**config.mk**
```make
export PLATFORM = sky130hd
export DESIGN_NAME = id_ex_reg
export DESIGN_NICKNAME = d
export VERILOG_FILES = /design/src/rtl/id_ex_reg.sv
export SDC_FILE = /design/constraint.sdc
export NUM_CORES = 1
export LEC_CHECK = 0
export CELL_PAD_IN_SITES_DETAIL_PLACEMENT = 0
export CELL_PAD_IN_SITES_GLOBAL_PLACEMENT = 2
export CORE_UTILIZATION = 33
export DETAILED_ROUTE_END_ITERATION = 6
export GPL_TIMING_DRIVEN = 0
export PLACE_DENSITY = 0.83
export SYNTH_ARGS = -nofsm -noshare
export SYNTH_HDL_FRONTEND = slang
export SYNTH_SLANG_ARGS = --single-unit
```
**constraint.sdc**
```tcl
create_clock -name clk -period 2.5 [get_ports clk]
set_input_delay 0.375 -clock clk [delete_from_list [all_inputs] [get_ports clk]]
set_output_delay 0.375 -clock clk [all_outputs]
set_load 0.005 [all_outputs]
```
**src/rtl/id_ex_reg.sv**
```systemverilog
// rtl/id_ex_reg.sv - ID/EX pipeline register with skid entry, writeback forwarding and stall counter
//
// Purpose:
//   Holds decoded instructions between the decode and ALU stages. A main
//   entry (M) drives the ALU stage directly. A skid entry (S) absorbs one
//   extra instruction so that in_ready is a pure register and has no
//   combinational path from out_ready.
//
// Ports:
//   clk, rst_n                     clock, asynchronous active-low reset
//   in_valid / in_ready            decode-side handshake
//   in_a, in_b, in_alu_op          decoded operands and ALU operation
//   in_rs1, in_rs2, in_rd          source / destination register indices
//   in_reg_write                   writeback enable
//   flush                          discard all held instructions
//   fwd_en, fwd_rd, fwd_data       writeback forwarding port
//   out_valid / out_ready          ALU-side handshake
//   out_a, out_b, out_alu_op       ALU operands and operation
//   out_rd, out_reg_write          writeback tag
//   stall_cnt                      saturating count of back-pressure cycles
module id_ex_reg #(
    parameter int DATA_LEN  = 32,
    parameter int RADDR_LEN = 5
) (
    input  logic                 clk,
    input  logic                 rst_n,
    input  logic                 in_valid,
    output logic                 in_ready,
    input  logic [DATA_LEN-1:0]  in_a,
    input  logic [DATA_LEN-1:0]  in_b,
    input  logic [3:0]           in_alu_op,
    input  logic [RADDR_LEN-1:0] in_rs1,
    input  logic [RADDR_LEN-1:0] in_rs2,
    input  logic [RADDR_LEN-1:0] in_rd,
    input  logic                 in_reg_write,
    input  logic                 flush,
    input  logic                 fwd_en,
    input  logic [RADDR_LEN-1:0] fwd_rd,
    input  logic [DATA_LEN-1:0]  fwd_data,
    output logic                 out_valid,
    input  logic                 out_ready,
    output logic [DATA_LEN-1:0]  out_a,
    output logic [DATA_LEN-1:0]  out_b,
    output logic [3:0]           out_alu_op,
    output logic [RADDR_LEN-1:0] out_rd,
    output logic                 out_reg_write,
    output logic [15:0]          stall_cnt
);

    typedef struct packed {
        logic [DATA_LEN-1:0]  a;
        logic [DATA_LEN-1:0]  b;
        logic [3:0]           alu_op;
        logic [RADDR_LEN-1:0] rs1;
        logic [RADDR_LEN-1:0] rs2;
        logic [RADDR_LEN-1:0] rd;
        logic                 reg_write;
    } entry_t;

    entry_t m_q, m_d;
    entry_t s_q, s_d;
    logic   m_valid_q, m_valid_d;
    logic   s_valid_q, s_valid_d;
    logic [15:0] stall_q, stall_d;

    entry_t in_entry;
    logic   accept;
    logic   issue;

    // Replace operands whose source index matches the writeback port.
    // Index 0 is the hard-wired zero register and never forwards.
    function automatic entry_t fwd_entry(
        input entry_t                 e,
        input logic                   en,
        input logic [RADDR_LEN-1:0]   rd,
        input logic [DATA_LEN-1:0]    data
    );
        entry_t r;
        r = e;
        if (en && (rd != '0)) begin
            if (rd == e.rs1) r.a = data;
            if (rd == e.rs2) r.b = data;
        end
        return r;
    endfunction

    assign in_entry = '{a: in_a, b: in_b, alu_op: in_alu_op, rs1: in_rs1,
                        rs2: in_rs2, rd: in_rd, reg_write: in_reg_write};

    // in_ready depends only on the skid register.
    assign in_ready = ~s_valid_q;
    assign accept   = in_valid & in_ready;
    assign issue    = m_valid_q & out_ready;

    always_comb begin
        m_d       = m_q;
        s_d       = s_q;
        m_valid_d = m_valid_q;
        s_valid_d = s_valid_q;

        // Entries that stay put keep tracking the writeback port.
        if (m_valid_q) m_d = fwd_entry(m_q, fwd_en, fwd_rd, fwd_data);
        if (s_valid_q) s_d = fwd_entry(s_q, fwd_en, fwd_rd, fwd_data);

        if (s_valid_q) begin
            // in_ready is low, so no accept can coincide with this.
            if (issue) begin
                m_d       = fwd_entry(s_q, fwd_en, fwd_rd, fwd_data);
                m_valid_d = 1'b1;
                s_valid_d = 1'b0;
            end
        end else if (accept) begin
            if (!m_valid_q || issue) begin
                m_d       = fwd_entry(in_entry, fwd_en, fwd_rd, fwd_data);
                m_valid_d = 1'b1;
            end else begin
                s_d       = fwd_entry(in_entry, fwd_en, fwd_rd, fwd_data);
                s_valid_d = 1'b1;
            end
        end else if (issue) begin
            // M drains; its data fields are left as they were.
            m_d       = m_q;
            m_valid_d = 1'b0;
        end

        // Flush wins over everything; the fields simply hold.
        if (flush) begin
            m_d       = m_q;
            s_d       = s_q;
            m_valid_d = 1'b0;
            s_valid_d = 1'b0;
        end

        stall_d = stall_q;
        if (m_valid_q && !out_ready && (stall_q != 16'hFFFF)) begin
            stall_d = stall_q + 16'd1;
        end
    end

    always_ff @(posedge clk or negedge rst_n) begin
        if (!rst_n) begin
            m_q       <= '0;
            s_q       <= '0;
            m_valid_q <= 1'b0;
            s_valid_q <= 1'b0;
            stall_q   <= '0;
        end else begin
            m_q       <= m_d;
            s_q       <= s_d;
            m_valid_q <= m_valid_d;
            s_valid_q <= s_valid_d;
            stall_q   <= stall_d;
        end
    end

    assign out_valid     = m_valid_q;
    assign out_a         = m_q.a;
    assign out_b         = m_q.b;
    assign out_alu_op    = m_q.alu_op;
    assign out_rd        = m_q.rd;
    assign out_reg_write = m_q.reg_write;
    assign stall_cnt     = stall_q;

endmodule
```
# Word-level counts from Yosys, hierarchy flattened
# Cells that the tools add are included.
# totals
regBits	186
latchBits	0
mem_bits_rw	0
rom_bits	0
input_bits	127
out_inout_bits	92
elab_cells	72
n_memories	0
# op_classes
n_addsub	1
n_mul	0
div	0
magnitude_cmp	0
eq_ne	10
shift	0
n_mux	30
n_bitwise	4
n_reduce_logical	10
# op_table
operator	n
84-bit two-way mux	10
32-bit two-way mux	6
64-bit two-way mux	3
5-bit == test	6
16-bit by 1-bit adder with 16-bit output, second input constant	1
16-bit != test, second input constant	1
1-bit two-way mux	11
5-bit nonzero test	1
4-bit by 3-bit != test with 1-bit output, second input constant	1
1-bit logical AND	3
3-bit by 2-bit != test with 1-bit output, second input constant	1
3-bit != test, second input constant	1
3-bit AND reduction	1
3-bit nonzero test	1
1-bit bitwise AND	2
1-bit zero test	2
1-bit inverter	2
2-bit AND reduction	1
1-bit logical OR	1

# Longest topological paths before layout
# logic_depth
word_depth	7
mapped_depth	10
ltp_nobuf	7

# Least setup slack after synthesis
# No wires, ideal clock.
# synth_timing
kind	input port to flip-flop
start	input port fwd_rd[2]
end	register m_q (netlist bit out_a[26])
setup_ps	134
arrival_ps	2214
required_time_ps	2366
slack_ps	153
path_stages	10
n_path_buf	4
cell_sequence	buf_4 -> or4_4 -> o21ai_4 -> buf_6 -> nor4_1 -> buf_6 -> buf_6 -> o311a_1 -> o221ai_2 -> o221ai_2
# synth_between
elab_chain_cells	7
elab_cells_between_ends	17
cone_classes	3 x eq/ne; 12 x mux; 2 x reduce/logical
# synth_lines
item	line_no	rtl
from (decl)	38	input logic [RADDR_LEN-1:0] fwd_rd,
5-bit == test or 5-bit nonzero test (tied branches)	81, 80	
32-bit two-way mux or 1-bit logical AND (tied branches)	81, 80	
64-bit two-way mux	80	if (en && (rd != '0)) begin
84-bit two-way mux	102	if (m_valid_q) m_d = fwd_entry(m_q, fwd_en, fwd_rd, fwd_data);
84-bit two-way mux, on equally long branches	120, 113	
84-bit two-way mux	112	end else if (accept) begin
84-bit two-way mux (*)	105	if (s_valid_q) begin
to (signal assigned)	148	m_q <= m_d;
to (decl)	60	entry_t m_q, m_d;
# Mark *: on every way between the ends. The rest lies on a longest branch, timed or not. The select of a mux whose other input is x is not followed.
# A chain may end at the register's enable or synchronous reset.

# Worst setup path in the final report
# layout_timing
start	input port out_ready
end	register m_q (netlist bit out_b[18])
# layout_between
elab_chain_cells	5
elab_cells_between_ends	8
cone_classes	1 x eq/ne; 4 x mux; 1 x bitwise; 2 x reduce/logical
# layout_lines
item	line_no	rtl
from (decl)	41	input logic out_ready,
1-bit bitwise AND (*)	93	assign issue = m_valid_q & out_ready;
1-bit logical OR	113	if (!m_valid_q || issue) begin
84-bit two-way mux	113	
84-bit two-way mux	112	
84-bit two-way mux	105	
# Mark *: on every way between the ends. The rest lies on a longest branch, timed or not.

==> impl_metrics.yaml <==
run_status:
  status: "finished, final reports clean"
global_routing:
  use_met3: 0.0543
  top_usage_layer: "met2"
  grt_pass1_wl_mm: 68.2
  grt_pass1_vias: 11100
  met2_usage: 0.397
  antenna_found_initial: 2
  grt_overflow: 0
  grt_util_all_layers: 0.247
  gr-usage-met1: 0.332
  grt_max_degree: 112
timing:
  finalMaxSlewViolations: 0
  worst_slew_margin_rel: 0.407
  fin_skew_ps: 13.1
  tightest_slew_ps: 889
  fmax_ghz: 0.415
  grt_setup_unrepaired: "true"
  fin_crit_ps: 2410
  finalCritPeriodShare: 0.963
  hold_violations: 0
  worst_slack_ps: 91.4
  final-setup-viol-count: 0
clock_tree:
  clkSlewWorstSetupHoldPaths_ps: 70
  cts_tree: "done"
  htree_levels: 4
  numCtsBuffers: 17
  worst_skew_pair.late_latency_ps: 450
  cts.root.buffer_cell: "clkbuf_16"
  clock_path_buffers: 2
  cts.sinks: 186
die:
  io_pins: 219
  die_area_mm2: 0.0369
  core_area_mm2: 0.0356
  initial_core_util: 0.335
  row_count: 69
  die_h_um: 192
  die_w_um: 192
routing:
  post-route-drc-count: 0
  route.vias.total: 11300
  wl_per_cell_um: 22.6
  initialDrtViolationCount: 969
  ant_nets: 0
  drt-total-wl_mm: 45.4
  via_per_inst: 5.62
  firstDrtPassIters: 5
logic_synthesis:
  synth_top_flop_cell: "dfrtp_1"
  synth_seq_area_share: 0.391
  async_reset_ff_frac: 1.00
  synth_most_common_cell: "nor2_1"
  postSynthCellCount: 1290
  synth_edf_count: 0
  yosys_warnings: 0
  synth_area_leaders: "dfrtp_1 39%, mux2i_1 8.2%, nor2_1 7.9%, buf_4 5.2%, a21oi_1 5.0%"
  yosysTopAreaCell: "dfrtp_1"
  syn_avg_cell_area_um2: 9.24
  syn-num-nets: 1418
  synth.distinct_cells: 47
  netlist_area_mm2: 0.0119
  ys_ff_latch: 186
  netlist_top_cells_count: "250 x nor2_1, 186 x dfrtp_1, 118 x a21oi_1, 98 x mux2i_1, 82 x buf_4"
  yosysTopAreaCellShare: 0.391
critical_path:
  cp.arrival_ps: 2740
  startpoint_type: "input pin"
  cp_cell_sequence: "clkdlybuf4s50_1 -> inv_1 -> nor2_4 -> a21oi_1 -> clkbuf_2 -> clkbuf_2 -> o221a_1 -> a21oi_1"
  cp_slowest_cell: "clkdlybuf4s50_1"
  cp_max_fo: 10
  path_class: "in2reg"
  required_ps: 2830
  cp-end-kind: "register"
  slowest_delay_ps: 490
placed_design:
  post_dp_cell_area_mm2: 0.0147
  dp_hpwl_mm: 32.4
  pre_cts_ws_ps: -848
  dpl.cell_count: 1965
  port_buffers: 212
  gp_congestion: 0.861
power_and_ir_drop:
  powerDensity_mw_per_mm2: 785
  p_sw_frac: 0.337
  internal_power_mw: 8.04
  power_switching_mw: 4.09
  ir_drop_v: 0.000538
  power_frac_seq: 0.412
  power.total_mw: 12.1
  power_frac_comb: 0.353
  pwr-share-clk: 0.235
  leakagePower_nw: 5.87
run:
  maxCapViolations: 0
layout:
  synthToLayoutAreaGrowth_pct: 29.6
  drive_gt1_frac: 0.163
  stdcell_count: 2005
  final_area_mm2: 0.0155
  layout.nets: 1658
  final_util: 0.434
worst_hold_path:
  min_path_type: "in2reg"
==> sequential cells by signal, indices dropped and copies added (netlist names) <==
| register | flops |
|---|---|
| m_q | 10 |
| out_a | 32 |
| out_alu_op | 4 |
| out_b | 32 |
| out_rd | 5 |
| out_reg_write | 1 |
| out_valid | 1 |
| s_q | 84 |
| s_valid_q | 1 |
| stall_cnt | 16 |
==> repair_timing <==
action	4_1_cts	5_1_grt
endpoints found under the setup margin	133	118
hold buffers	1	0
pin swaps	2	0
resized for setup	23	46
buffers inserted	6	2
endpoints found under the hold margin	75	0
==> final cells by class <==
cell class / count / area (um^2)
fill: 3583 / 20100
multi-input combinational: 911 / 6250
sequential: 186 / 4650
timing repair buffer: 223 / 2230
buffer: 184 / 1110
tap: 461 / 577
clock buffer: 19 / 453
clock inverter: 13 / 144
inverter: 7 / 30.0
antenna: 1 / 2.50
==> power by group through the flow <==
stage,clock [mW],sequential [mW],combinational (mW)
after floorplan,0,4.75,2.66
after global placement,0,4.98,4.15
after detailed placement,0,5.02,4.25
after CTS,2.91,4.96,4.28
after global routing,3.03,5.14,4.73
final,2.85,4.99,4.29
==> layer usage <==
metal,vias to the layer above,share of wire
met4,0,0.020
met2,432,0.46
li1,5220,-
met5,-,0
met3,59,0.069
met1,5554,0.45
==> kinds of logic after synthesis <==
logic type	synth area share
multiplexers	0.102
adder cells (fa/ha/maj)	0.00105
AND/OR/NAND/NOR	0.119
AO/OA/AOI/OAI	0.262
XOR/XNOR	0.0331
buffers and inverters	0.0926
flip-flops	0.391
==> critical path, delay by kind of cell <==
| kind | cells | cell delay (ps) |
|---|---|---|
| buf+inv | 4 | 1510 |
| simple gates | 1 | 100 |
| compound gates | 3 | 750 |
==> cell usage in the layout (no fill, tap or decap), drive strengths merged, types with 31 or more instances in the layout <==
master and instances:
a22oi 35, a21oi 118, dfrtp 186, buf 119, mux2i 98, o211ai 31, clkbuf 94, nor2 250
o221a 33, o21a 37, clkdlybuf4s50 211, a221oi 62, o221ai 66
==> final timing paths <==
check	start	to	slack, ps	depth (start not counted)
max reg2reg	out_valid	out_b[18]	100	7
min in group asynchronous	rst_n	out_b[24]	470	2
max in group asynchronous	rst_n	stall_cnt[5]	960	3
min reg2reg	stall_cnt[15]	stall_cnt[15]	500	1
max	out_ready	out_b[18]	90	8
min	fwd_data[26]	out_b[26]	450	3
==> per-stage QoR <==
stage / TNS, ps / hold WS, ps
finish: 0 / 451
global route: -104 / 436
CTS: -127 / 421
detailed placement: -84690 / 410
global placement: -1527870 / 487
floorplan: 0 / 79.4
No activity file was read; power rests on OpenSTA's default activity.
